$ cat src/rtl/load_store_unit.sv
// load_store_unit: data-memory access stage; aligns and extends load data, replicates store data onto byte lanes.
// Latency: accept at edge 0, mem_en from cycle 1, done one cycle after mem_ack; misaligned requests complete in cycle 1.
// Backpressure: req_ready only in IDLE; a stalled memory holds the request until mem_ack (or until timeout when LSU_TIMEOUT_EN is defined).
module load_store_unit #(
  parameter int ADDR_W  = 32,
  parameter int TIMEOUT = 255
) (
  input  logic              clock,
  input  logic              reset,
  input  logic              req_valid,
  output logic              req_ready,
  input  logic              req_write,
  input  logic [1:0]        req_size,
  input  logic              req_signed,
  input  logic [ADDR_W-1:0] req_addr,
  input  logic [31:0]       req_wdata,
  output logic              mem_en,
  output logic              mem_we,
  output logic [3:0]        mem_be,
  output logic [ADDR_W-1:0] mem_addr,
  output logic [31:0]       mem_wdata,
  input  logic [31:0]       mem_rdata,
  input  logic              mem_ack,
  output logic [31:0]       ReadData,
  output logic              done,
  output logic              misalign,
  output logic              fault,
  output logic              busy
);

  typedef enum logic [1:0] {IDLE = 2'd0, ACCESS = 2'd1, DONE = 2'd2} state_t;

  state_t            state;
  state_t            stateNext;
  logic              writeQ;
  logic [1:0]        sizeQ;
  logic              signedQ;
  logic [ADDR_W-1:0] addrQ;
  logic [31:0]       wdataQ;
  logic              misalignQ;
  logic              faultQ;
  logic [31:0]       readDataQ;
  logic              accept;
  logic              reqMisaligned;
  logic              timeoutHit;
  logic [3:0]        laneBe;
  logic [31:0]       laneWdata;
  logic [31:0]       laneWord;
  logic [31:0]       loadData;

  assign accept = req_valid && (state == IDLE);

  // Alignment is judged on the incoming request so a bad one never reaches the memory.
  assign reqMisaligned = (req_size == 2'b11) ||
                         ((req_size == 2'b01) && req_addr[0]) ||
                         ((req_size == 2'b10) && (req_addr[1:0] != 2'b00));

`ifdef LSU_TIMEOUT_EN
  localparam logic [7:0] LAST_WAIT = 8'(TIMEOUT - 1);
  logic [7:0] waitCnt;

  // The ack-less cycle that brings the count to TIMEOUT ends the access; an ack in that cycle still wins.
  assign timeoutHit = (state == ACCESS) && !mem_ack && (waitCnt == LAST_WAIT);

  // Count ACCESS cycles that pass without an ack; restarts with every accepted request.
  always_ff @(posedge clock or negedge reset) begin
    if (!reset) begin
      waitCnt <= '0;
    end else if (accept) begin
      waitCnt <= '0;
    end else if ((state == ACCESS) && !mem_ack) begin
      waitCnt <= waitCnt + 8'd1;
    end
  end
`else
  logic [7:0] unusedTimeout;
  assign unusedTimeout = 8'(TIMEOUT);
  assign timeoutHit    = 1'b0;
`endif

  // State register.
  always_ff @(posedge clock or negedge reset) begin
    if (!reset) begin
      state <= IDLE;
    end else begin
      state <= stateNext;
    end
  end

  // Next-state logic: DONE always lasts one cycle, so no accept can overlap it.
  always_comb begin
    stateNext = state;
    case (state)
      IDLE:    if (accept) stateNext = reqMisaligned ? DONE : ACCESS;
      ACCESS:  if (mem_ack || timeoutHit) stateNext = DONE;
      DONE:    stateNext = IDLE;
      default: stateNext = IDLE;
    endcase
  end

  // Latch the request at accept; the memory-side outputs are driven from these copies for the whole access.
  always_ff @(posedge clock or negedge reset) begin
    if (!reset) begin
      writeQ    <= 1'b0;
      sizeQ     <= 2'b00;
      signedQ   <= 1'b0;
      addrQ     <= '0;
      wdataQ    <= '0;
      misalignQ <= 1'b0;
      faultQ    <= 1'b0;
    end else if (accept) begin
      writeQ    <= req_write;
      sizeQ     <= req_size;
      signedQ   <= req_signed;
      addrQ     <= req_addr;
      wdataQ    <= req_wdata;
      misalignQ <= reqMisaligned;
      faultQ    <= 1'b0;
    end else if (timeoutHit) begin
      faultQ    <= 1'b1;
    end
  end

  // Byte enables and lane-replicated store data from the latched size and address.
  always_comb begin
    laneBe    = 4'b1111;
    laneWdata = wdataQ;
    case (sizeQ)
      2'b00: begin
        laneBe    = 4'b0001 << addrQ[1:0];
        laneWdata = {4{wdataQ[7:0]}};
      end
      2'b01: begin
        laneBe    = addrQ[1] ? 4'b1100 : 4'b0011;
        laneWdata = {2{wdataQ[15:0]}};
      end
      default: begin
        laneBe    = 4'b1111;
        laneWdata = wdataQ;
      end
    endcase
  end

  // Shift the addressed lane down to bit 0, then sign- or zero-extend it; words are always at offset 0.
  always_comb begin
    laneWord = mem_rdata >> {addrQ[1:0], 3'b000};
    loadData = laneWord;
    case (sizeQ)
      2'b00:   loadData = {{24{signedQ & laneWord[7]}}, laneWord[7:0]};
      2'b01:   loadData = {{16{signedQ & laneWord[15]}}, laneWord[15:0]};
      default: loadData = laneWord;
    endcase
  end

  // Load result register: only a completed load updates it, so stores, rejects and faults leave it alone.
  always_ff @(posedge clock or negedge reset) begin
    if (!reset) begin
      readDataQ <= '0;
    end else if ((state == ACCESS) && mem_ack && !writeQ) begin
      readDataQ <= loadData;
    end
  end

  assign ReadData = readDataQ;

  // Outputs decoded from state; memory-side signals are zero outside ACCESS so reset clears them at once.
  always_comb begin
    req_ready = 1'b0;
    mem_en    = 1'b0;
    mem_we    = 1'b0;
    mem_be    = 4'b0000;
    mem_addr  = '0;
    mem_wdata = '0;
    busy      = 1'b0;
    done      = 1'b0;
    misalign  = 1'b0;
    fault     = 1'b0;
    case (state)
      IDLE: req_ready = 1'b1;
      ACCESS: begin
        mem_en    = 1'b1;
        busy      = 1'b1;
        mem_we    = writeQ;
        mem_be    = laneBe;
        mem_addr  = {addrQ[ADDR_W-1:2], 2'b00};
        mem_wdata = laneWdata;
      end
      DONE: begin
        done     = 1'b1;
        misalign = misalignQ;
        fault    = faultQ;
      end
      default: req_ready = 1'b0;
    endcase
  end

endmodule

$ cat config.mk
export PLATFORM = sky130hd
export DESIGN_NAME = load_store_unit
export DESIGN_NICKNAME = d
export VERILOG_FILES = /design/src/rtl/load_store_unit.sv
export SDC_FILE = /design/constraint.sdc
export NUM_CORES = 1
export LEC_CHECK = 0
export CELL_PAD_IN_SITES_DETAIL_PLACEMENT = 0
export CELL_PAD_IN_SITES_GLOBAL_PLACEMENT = 1
export CORE_MARGIN = 2
export CORE_UTILIZATION = 30
export DETAILED_ROUTE_END_ITERATION = 10
export PLACE_DENSITY_LB_ADDON = 0.1
export SLEW_MARGIN = 30
export SYNTH_ARGS = -nofsm -noshare
export SYNTH_HDL_FRONTEND = slang
export SYNTH_SLANG_ARGS = --single-unit
$ cat constraint.sdc
create_clock -name clock -period 1.8 [get_ports clock]
set_input_delay 0.18 -clock clock [delete_from_list [all_inputs] [get_ports clock]]
set_output_delay 0.18 -clock clock [all_outputs]
set_load 0.1 [all_outputs]
==> results of run 1 <==
[cell type report]
| cell class | instances | area share (%) |
|---|---|---|
| sequential | 103 | 27.27 |
| inverter | 4 | 0.2378 |
| multi-input combinational | 326 | 32.77 |
| clock inverter | 4 | 0.7664 |
| tap | 225 | 2.973 |
| timing repair buffer | 245 | 33.52 |
| clock buffer | 11 | 2.458 |
[power by group]
group          switching [W]  internal [W]  total [W]
clock network       0.000858       0.00121    0.00207
registers           0.000632       0.00317    0.00381
logic                0.00667       0.00359     0.0103
total                0.00816       0.00798     0.0161
[worst max-delay path, cell delays in order, from the launching register on]
cell and delay, ps:
dfrtp_2 440, buf_6 150, nor2_4 220, nand2_2 100
a21oi_4 170, buf_12 190
[worst max path at each step]
stage,slack [ps],depth (start not counted),startpoint,to
3_5_place_dp,-30,5,mem_rdata[23],ReadData[25]
6_report,-1,5,sizeQ[0],mem_wdata[15]
2_1_floorplan,-120,5,state[0],addrQ[10]
3_3_place_gp,30,5,mem_rdata[23],ReadData[21]
4_1_cts,-30,5,sizeQ[1],mem_wdata[15]
5_1_grt,-60,5,sizeQ[1],mem_wdata[10]
[logic make-up after synthesis]
logic type             after synthesis  share of synthesized area [%]
muxes                              108                          22.79
buffers and inverters               40                          3.963
DFF                                103                          49.47
AOI/OAI and AO/OA                   84                          10.66
and+or+nand+nor                    130                          13.04
other                                1                        0.07198
[placed cells by master, fill, tap and decap left out, types with 2 or more instances in the layout]
cell type        count
dfrtp_1             99
a21oi_1             16
dfrtp_2              4
clkdlybuf4s50_1    102
nor2b_1              8
nand2_1             18
nor2_2               4
a22o_1               7
conb_1               3
o21ai_4              2
bufinv_16            2
mux2i_1             30
and2_1               8
a21oi_4             10
and2_2              31
nand2_2              4
and2_4              10
clkbuf_1             2
nor2_1              16
buf_4               54
nor2_4              22
buf_12              83
a211oi_1             8
buf_6                3
mux2i_2              2
mux2_4              63
clkbuf_16            9
a21oi_2              9
o21ai_0             12
inv_1                3
o22a_1              16
mux2_2              12
[sequential cells by signal, summed over array words and instances, names as in the netlist]
register / count
state: 2
wdataQ: 32
ReadData: 32
addrQ: 32
misalignQ: 1
signedQ: 1
sizeQ: 2
writeQ: 1
[layer usage]
layer | wire [um] | GRT usage, % | vias up
li1 | - | - | 2061
met1 | 7412 | 24.88 | 2119
met2 | 7887 | 29.07 | 136
met3 | 1298 | 6.846 | 14
met4 | 207 | 4.456 | 0
met5 | 0 | 0 | -
[stage by stage]
step                total power (W)  cells  setup TNS, ps
floorplan                   0.01099    468          -7646
global placement            0.01373    892              0
detailed placement          0.01381    892         -416.5
CTS                         0.01620    915         -73.47
global route                0.01683    918         -771.2
finish                      0.01614    918         -1.306
[timing repair]
| item | 4_1_cts | 5_1_grt |
|---|---|---|
| gates cloned | 2 | 0 |
| endpoints found under the hold margin | 31 | 0 |
| setup endpoints to repair | 70 | 36 |
| buffers inserted | 5 | 3 |
| hold buffers | 1 | 0 |
| gates resized for setup | 24 | 14 |
| pin swaps | 5 | 6 |
==> flow_summary.ini, run 1 <==
[worst_setup_path]
path_class = reg2out
rrSetupSlack_ps = 90
reg2reg_to = ReadData[23]
worstRegToRegCells = 6
worstSetupStartpointType = flop
cp_data_arrival_time_ps = 1620
cp.required_ps = 1620
reg2reg_from = sizeQ[0]
cp_max_fo = 5
end_kind = output port

[placed_design]
dp_worst_setup_slack_ps = -34.47
portBuffers = 207
place_congestion = 0.7842
hpwl_um = 12440
post_dp_cell_area_mm2 = 0.008915

[global_route]
grt_usage_pct = 18.71
grt_max_degree = 39
grt_antenna_before_repair = 0
grt_pass1_vias = 4629
grt-ovfl-total = 0
grt_pass1_wl_um = 26240

[clock_tree]
clk_latency_ps = 350
cts_root_buf = clkbuf_16
numCtsBuffers = 9
max-clock-path-buffers = 2
cts_tree = done
h-tree-depth = 3
numClockSinks = 103
clk_pin_slew_ps = 70

[route]
via_per_inst = 4.717
vias = 4330
drcViolationCount = 0
ant_nets = 0
routed_wl_um = 16810
wl_per_cell_um = 18.31
drt-initial-drc-count = 113
drt_first_pass_iters = 4

[synthesis]
synth_edf_count = 0
synthMostInstantiatedCell = dfrtp_1
synthTopCellsByCount = dfrtp_1, mux2_2, and2_1, nor2_1, a21oi_1
synth.avg_cell_area_um2 = 11.18
yosysTopAreaCell = dfrtp_1
syn-cell-area_mm2 = 0.005210
yosysSeqAreaShare_pct = 49.47
yosysWarnings = 0
synth.distinct_cells = 34
ys.flop_type = dfrtp_1
synthArstFlopShare_pct = 100.0
syn-instance-count = 466
ys_seq_elements = 103
synth_top_area_share_pct = 49.47
ys_top_cells_by_area = dfrtp_1, mux2_2, mux2i_1

[cells_and_area]
area_delta_synth_final_pct = 81.75
antenna_cells = 0
fin_area_mm2 = 0.009469
fin_util_pct = 55.32
seq_area_mm2 = 0.002582
fillCellCount = 1457
drive_gt1_share_pct = 48.63
nets = 793
multi_input_area_mm2 = 0.003103

[floorplan]
fp-row-count = 48
dieArea_mm2 = 0.01844
boundaryPins = 211
core_area_mm2 = 0.01712
dieHeight_um = 135.8
die_w_um = 135.8
initial_utilization_pct = 30.44

[timing]
setup_viol = 1
hold_ws_ps = 327.5
finalCritPeriodShare_pct = 100.1
hold_viol = 0
fmax_mhz = 555.2
drv_slew = 0
setup_ws_ps = -1.306
clock_skew_ps = 6.538
rsz0062_at_grt = true
layout_min_cycle_time_ps = 1801

[hold_path]
min_path_type = in2async

[run_status]
status = finished with violations
violations = setup timing

[power]
power.density_mw_per_mm2 = 1704
p_leak_nw = 4.039
ir_drop_uv = 1226

[flow_run]
maxCapViolCount = 0
(Power assumes the default switching activity.)
==> run 2, diff against run 1 <==
PLACE_DENSITY = 0.84   (was unset)
PLACE_DENSITY_LB_ADDON = unset   (was 0.1)
==> run 2 against run 1 <==
The flow still finishes with violations (setup timing). Clock power decreased by 2%. Largest cell class is now multi-input combinational cells. Register-to-register slack improved by 20 ps. Clock skew decreased by 2.2 ps. Routed wire length increased by 3.3%. Critical endpoint is now mem_wdata[10]. Utilization increased by 0.96 points. Via count increased by 5.0%. Sequential cell count unchanged. Hold slack got worse by 71 ps.
==> flow_summary.ini, run 2 (synthesized netlist as in run 1, its figures left out) <==
[cells_and_area]
nets = 792
area_delta_synth_final_pct = 84.89
drive_gt1_share_pct = 50.94
final_cell_mix = clkdlybuf4s50_1, dfrtp_1, buf_12
fin_util_pct = 56.28
layout_commonest_cell = clkdlybuf4s50_1
final_cells = 920
fillCellCount = 1394

[route]
vias = 4546
drt_first_pass_iters = 4
drt-initial-drc-count = 151
wl_per_cell_um = 18.86
routed_wl_um = 17350
drcViolationCount = 0
ant_nets = 0
via_per_inst = 4.941

[clock_tree]
clk_pin_slew_ps = 70
numClockSinks = 103
h-tree-depth = 3
cts_tree = done
max-clock-path-buffers = 2
numCtsBuffers = 9
cts_root_buf = clkbuf_16
clk_latency_ps = 350

[run_status]
status = finished with violations
violations = setup timing

[global_route]
grt_pass1_wl_um = 26840
grt_usage_pct = 18.91
grt_max_degree = 43
grt-ovfl-total = 0
grt_pass1_vias = 4917
grt_antenna_before_repair = 4

[timing]
setup_ws_ps = -22.18
finalCritPeriodShare_pct = 101.2
worst_pin_slew_ps = 621.7
clock_skew_ps = 4.336
drv_slew = 0
hold_viol = 0
rsz0062_at_grt = true
setup_viol = 21
hold_ws_ps = 256.1
slew_headroom_pct = 58.47
fmax_mhz = 548.8
layout_min_cycle_time_ps = 1822

[power]
ir_drop_uv = 1684
p_leak_nw = 4.059
power.density_mw_per_mm2 = 1709

[placed_design]
place_congestion = 0.8425
dp_cells = 885
portBuffers = 207
hpwl_um = 12480

[floorplan]
core_area_mm2 = 0.01712
dieArea_mm2 = 0.01844
initial_utilization_pct = 30.44
boundaryPins = 211
dieHeight_um = 135.8
die_w_um = 135.8
fp-row-count = 48

[worst_setup_path]
cp_common_cell = buf_12
crit_slowest_cell = dfrtp_2
worst-path-stages = 5
crit_chain = buf_12 -> nor2_4 -> nand2_2 -> a21oi_4 -> buf_12
crit_family = flip-flops
cp.required_ps = 1620
path_class = reg2out
end_kind = output port
worstRegToRegCells = 5
critPathBufInv = 2
worstSetupStartpointType = flop
cp_data_arrival_time_ps = 1640
cp_max_fo = 11
rrSetupSlack_ps = 110
reg2reg_from = state[0]
critical-path-max-stage-delay_ps = 430
reg2reg_to = addrQ[2]

[hold_path]
min_path_type = in2async

[flow_run]
maxCapViolCount = 0
run 2: worst max path at each step:
stage	from	end
after floorplan	state[0]	addrQ[10]
after global placement	mem_rdata[23]	ReadData[16]
after detailed placement	mem_rdata[23]	ReadData[26]
after CTS	sizeQ[1]	mem_wdata[10]
after global routing	sizeQ[0]	mem_wdata[10]
final	sizeQ[0]	mem_wdata[10]
run 2: timing repair:
action / in CTS / in global routing
buffers inserted: 12 / 0
endpoints found under the hold margin: 18 / 0
gates cloned: 3 / 2
hold buffers: 1 / 0
setup endpoints to repair: 66 / 65
pin swaps: 11 / 6
resized for setup: 65 / 14
run 2: final cells by class:
class                      instances  area (um2)  area share [%]
inverter                           4       20.02          0.2078
clock buffer                      12       246.5           2.559
clock inverter                     4       53.80          0.5585
timing repair buffer             244        3222           33.45
antenna                            2       5.005         0.05195
multi-input combinational        326        3222           33.45
tap                              225       281.5           2.922
sequential                       103        2582           26.81
run 2: metal layers:
metal / routed length, um / global-route usage, % / up-vias
met3: 1421 / 5.948 / 26
met2: 8524 / 32.30 / 189
met5: 13 / 0 / -
li1: - / - / 2074
met1: 6979 / 22.48 / 2255
met4: 414 / 6.539 / 2
run 2: where the power goes:
group	internal, W	switching [W]	total, W
Sequential	0.00317	0.000730	0.00390
Clock	0.00112	0.000905	0.00203
Combinational	0.00378	0.00674	0.0105
Total	0.00808	0.00838	0.0165
run 2: through the flow:
stage	total power (W)	setup WS, ps	area (um2)	setup TNS (ps)
after detailed placement	0.01378	-43.42	8850	-400.8
after global routing	0.01709	-106.4	9633	-3021
after floorplan	0.01099	-116.1	5882	-7646
after global placement	0.01365	3.264	8850	0
final	0.01646	-22.18	9633	-223.1
after CTS	0.01642	-62.86	9517	-1686
==> RTL change 1: new RTL, config.mk and constraints of run 2 <==
The option `LSU_TIMEOUT_EN` is turned on by a define.
--- a/src/rtl/load_store_unit.sv
+++ b/src/rtl/load_store_unit.sv
@@ -1,6 +1,8 @@
 // load_store_unit: data-memory access stage; aligns and extends load data, replicates store data onto byte lanes.
 // Latency: accept at edge 0, mem_en from cycle 1, done one cycle after mem_ack; misaligned requests complete in cycle 1.
 // Backpressure: req_ready only in IDLE; a stalled memory holds the request until mem_ack (or until timeout when LSU_TIMEOUT_EN is defined).
+`define LSU_TIMEOUT_EN
+
 module load_store_unit #(
   parameter int ADDR_W  = 32,
   parameter int TIMEOUT = 255
Check against the original RTL: same outputs for any inputs over 10 cycles, from zero or initial values and one cycle with reset low; that may be too few to reach the edited logic, so the function may still have changed.
==> RTL change 1 against run 2 <==
- setup slack lost 0.059 ns
- highest routed layer is now met4
- largest cell class is now non-clock buffers
- final area rose by 2.2%
- critical path depth decreased by 1
- fmax shrank 3.2%
- synthesized area up 8.7%
- the run still ends with negative setup slack left
- sequential cell count rose by 9
- routed wire length rose by 7.5%
- critical path type is now flop to flop
- combinational power up 35%
- total power grew 27%
- largest power group unchanged
==> RTL change 1: results (changes against run 2) <==
\begin{tabular}{lr}
\hline
Metric & Value \\
\hline
\multicolumn{2}{l}{\textbf{Outcome}} \\
\quad Status & complete, but fails checks \\
\quad Failing checks & negative setup slack \\
\multicolumn{2}{l}{\textbf{Logic synthesis}} \\
\quad Synthesized-area fraction occupied by ao, oa, aoi and oai cells & 7.27\% (-3.4 points) \\
\quad Adder-Cell Fraction of Synth Area & 0.442\% (+0.44 points) \\
\quad Area contributors post-synth & sky130\_fd\_sc\_hd\_\_dfrtp\_1 49\%, sky130\_fd\_sc\_hd\_\_nand2\_1 16\%, sky130\_fd\_sc\_hd\_\_mux2i\_1 6.2\% \\
\quad Register area share after synthesis & 49.5\% (about the same) \\
\multicolumn{2}{l}{\textbf{Place}} \\
\quad Number of buffers added on ports & 208 (+0.48\%) \\
\quad DP Wirelength & 13.5 mm (+7.9\%) \\
\quad Setup WS pre-CTS & -0.286 ns (-0.242 ns) \\
\quad Cell total after placement & 1106 (+25\%) \\
\quad GPL Wtd Cong & 0.837 (-0.68\%) \\
\quad Total cell area at the placement stage & 0.00923 mm² (+4.2\%) \\
\multicolumn{2}{l}{\textbf{Worst hold path}} \\
\quad Classification of the worst-slack hold path & primary input to flop \\
\multicolumn{2}{l}{\textbf{Layout}} \\
\quad Antenna Diode Count & 0 (-2) \\
\quad Layout cell share with drive strength beyond 1 & 32.6\% (-18 points) \\
\quad Count of nets after finishing & 998 (+26\%) \\
\multicolumn{2}{l}{\textbf{Timing}} \\
\quad Final setup skew & 0.00457 ns (+0.000234 ns) \\
\quad Setup WS post-layout & -0.0816 ns (-0.0594 ns) \\
\quad Post-route setup TNS & -0.669 ns (-0.446 ns) \\
\quad Count of final setup violators & 12 (-43\%) \\
\quad Slew at the pin closest to its max-slew limit & 0.516 ns (-0.106 ns) \\
\multicolumn{2}{l}{\textbf{Global routing}} \\
\quad Number of global-route vias before repair & 5342 (+8.6\%) \\
\quad Largest net degree at the start of global routing & 72 (+67\%) \\
\multicolumn{2}{l}{\textbf{Power and ir drop}} \\
\quad Leakage power & 4.54 nW (+12\%) \\
\multicolumn{2}{l}{\textbf{Worst setup path}} \\
\quad Number of cells on the worst reg-to-reg path & 4 (-1) \\
\quad Maximum cell stage delay along the critical path & 0.58 ns (+0.15 ns) \\
\quad Endpoint arrival time on the critical path & 2.17 ns (+0.53 ns) \\
\hline
\end{tabular}
==> RTL change 1: area by class of cell <==
type,count,area [µm²]
sequential,112,2810
timing repair buffer,256,3270
tap,234,293
inverter,5,23.8
clock inverter,6,91.3
multi-input combinational,508,3130
fill,1668,8800
clock buffer,10,239
==> RTL change 1: path summary, 6_finish.rpt <==
check | start | slack, ns | end
max in group asynchronous | reset | 1.06 | sizeQ[0]
min in group asynchronous | reset | 0.35 | ReadData[4]
setup reg to reg | addrQ[0] | -0.08 | ReadData[21]
hold / removal | req_addr[30] | 0.34 | addrQ[30]
setup / recovery | addrQ[0] | -0.08 | ReadData[21]
hold reg to reg | addrQ[11] | 0.47 | addrQ[11]
==> RTL change 1: layer usage <==
metal	share of wire, %	GRT usage, %	vias to the layer above
met5	0	0	-
met1	42	23.6	2534
li1	-	-	2609
met3	9.1	6.18	15
met4	1.2	4.95	0
met2	48	31.3	172
==> RTL change 1: worst min-delay path: stages <==
cell and delay (ns):
sky130_fd_sc_hd__clkdlybuf4s50_1 0.39, sky130_fd_sc_hd__nand2_1 0.05, sky130_fd_sc_hd__nand2_1 0.04
==> RTL change 1: report_power, final <==
group	leakage (nW)	internal, mW	switching (mW)
logic	2.97	4.80	9.38
registers	1.40	3.61	0.844
clock network	0.163	1.27	0.983
total	4.54	9.67	11.2
==> RTL change 1: repair_timing <==
action,in CTS,in global routing
hold buffers,1,0
gates cloned,1,0
setup buffers,7,1
pin swaps,5,5
hold endpoints to repair,112,0
setup endpoints to repair,70,71
resized for setup,26,37
==> RTL change 2: new RTL, config.mk and constraints of run 2 <==
Made on the original files. Re-encode `state_t` (3 states) as one-hot, 3 bits wide.
--- a/src/rtl/load_store_unit.sv
+++ b/src/rtl/load_store_unit.sv
@@ -28,7 +28,7 @@
   output logic              busy
 );
 
-  typedef enum logic [1:0] {IDLE = 2'd0, ACCESS = 2'd1, DONE = 2'd2} state_t;
+  typedef enum logic [2:0] {IDLE = 3'b001, ACCESS = 3'b010, DONE = 3'b100} state_t;
 
   state_t            state;
   state_t            stateNext;
Formal check against the unedited RTL: no difference found for any inputs over 10 cycles, from zero or initial values and one cycle with reset low; not proved beyond that.
==> RTL change 2 against run 2 <==
- routed wire length increased by 3.3%
- sequential cell count increased by 1
- largest power group unchanged
- largest cell class is now non-clock buffers
- fmax down 8.2%
- final area down 2.9%
- the flow still finishes with violations (negative setup slack)
- total power decreased by 10%
- count of clock-buffer cells in the layout down 2
- setup slack worse by 0.16 ns
- synthesized area is 0.77% higher
- utilization shrank 1.8 points
==> RTL change 2: results (changes against run 2) <==
\begin{tabular}{lr}
\hline
Metric & Value \\
\hline
\multicolumn{2}{l}{\textbf{Outcome}} \\
\quad Status & complete, but fails checks \\
\quad Failing checks & negative setup slack \\
\multicolumn{2}{l}{\textbf{Global routing}} \\
\quad Global-route wire length before repair & 27.7 mm (+3.2\%) \\
\quad Initial antenna violation count & 1 (-3) \\
\quad Number of global-route vias before repair & 5071 (+3.1\%) \\
\quad Total global-route track usage & 19.3\% (+0.38 points) \\
\multicolumn{2}{l}{\textbf{Logic synthesis}} \\
\quad Most frequent cells after synthesis & 220 x sky130\_fd\_sc\_hd\_\_nand2\_1, 103 x sky130\_fd\_sc\_hd\_\_dfrtp\_1, 52 x sky130\_fd\_sc\_hd\_\_a21oi\_1, 47 x sky130\_fd\_sc\_hd\_\_nor2\_1, 42 x sky130\_fd\_sc\_hd\_\_and2\_1 \\
\quad Area contributors post-synth & sky130\_fd\_sc\_hd\_\_dfrtp\_1 49\%, sky130\_fd\_sc\_hd\_\_nand2\_1 16\%, sky130\_fd\_sc\_hd\_\_mux2i\_1 6.1\% \\
\quad Post-Synthesis Cells & 620 (+33\%) \\
\quad Number of distinct library cell variants in the gate-level netlist after synthesis & 36 (+5.9\%) \\
\quad Register area share after synthesis & 49.6\% (+0.12 points) \\
\multicolumn{2}{l}{\textbf{Power and ir drop}} \\
\quad Power density over the cells & 1580 mW/mm² (-7.5\%) \\
\quad Leakage power & 4.23 nW (+4.1\%) \\
\quad Power in combinational cells & 8.51 mW (-19\%) \\
\multicolumn{2}{l}{\textbf{Place}} \\
\quad DP Wirelength & 12.9 mm (+3.1\%) \\
\quad Setup WS pre-CTS & -0.00516 ns (+0.0383 ns) \\
\quad GPL Wtd Cong & 0.859 (+1.9\%) \\
\quad Cell total after placement & 1040 (+18\%) \\
\quad Total cell area at the placement stage & 0.00873 mm² (-1.3\%) \\
\multicolumn{2}{l}{\textbf{Worst setup path}} \\
\quad Critical-path cell with the highest stage delay & sky130\_fd\_sc\_hd\_\_or3b\_4 \\
\quad Critical Path Source & state[2] \\
\quad Reg2Reg Capture Point & ReadData[3] \\
\quad Endpoint arrival time on the critical path & 1.80 ns (+0.16 ns) \\
\quad Number of cells on the worst reg-to-reg path & 6 (+1) \\
\multicolumn{2}{l}{\textbf{Layout}} \\
\quad Count of nets after finishing & 945 (+19\%) \\
\quad Layout cell share with drive strength beyond 1 & 31.9\% (-19 points) \\
\multicolumn{2}{l}{\textbf{Timing}} \\
\quad Post-route setup TNS & -11.28 ns (-11.06 ns) \\
\quad Setup WS post-layout & -0.184 ns (-0.162 ns) \\
\quad Worst hold margin & 0.288 ns (+0.0316 ns) \\
\quad Count of final setup violators & 91 (+330\%) \\
\quad Final setup skew & 0.0124 ns (+0.00810 ns) \\
\multicolumn{2}{l}{\textbf{Route}} \\
\quad Wirelength per Cell & 16.7 µm (-11\%) \\
\quad Total wirelength of the detailed-routed design & 17.9 mm (+3.3\%) \\
\quad First drt pass iteration count & 6 (+2) \\
\hline
\end{tabular}
==> RTL change 2: changes by cell type after synthesis, sizes merged, moves of 7 or more <==
cell	before	now
a21oi	35	52
and2	49	42
buf	30	17
clkbuf	6	28
mux2	75	8
nand2	22	220
nor2	41	48
o22a	16	8
==> RTL change 2: final cells by class <==
class / count / area, µm²
clock buffers: 10 / 239
multi-input cells: 469 / 2840
diodes: 1 / 2.50
fillers: 1532 / 7830
clock inverters: 6 / 65.1
well taps: 225 / 282
repair buffers: 253 / 3290
inverters: 4 / 22.5
flip-flops and latches: 104 / 2610
==> RTL change 2: cell families after synthesis <==
group / Yosys count / share of synthesized area (%)
AO/OA/AOI/OAI: 94 / 10.8
buffers and inverters: 49 / 4.10
flip-flops: 104 / 49.6
multiplexers: 41 / 8.25
other: 1 / 0.0714
AND/OR/NAND/NOR: 331 / 27.2
==> RTL change 2: what timing repair did <==
item | 4_1_cts | 5_1_grt
endpoints found under the setup margin | 69 | 97
hold buffers | 1 | 0
gates resized for setup | 22 | 14
hold endpoints to repair | 21 | 0
setup buffers | 6 | 3
pin swaps | 8 | 5
gates cloned | 2 | 3
==> RTL change 2: worst register-to-register path: cells and delay by family, from the launching register on <==
kind | cells | cell delay (ns)
simple gates | 2 | 0.63
flops | 1 | 0.38
mux | 1 | 0.32
buf+inv | 3 | 0.44
==> RTL change 2: metal layers <==
metal / track usage, % / share of wire, % / vias to the layer above
li1: - / - / 2451
met1: 24.8 / 42 / 2445
met2: 31.5 / 48 / 157
met3: 6.15 / 8.5 / 12
met4: 4.63 / 0.88 / 0
met5: 0 / 0 / -
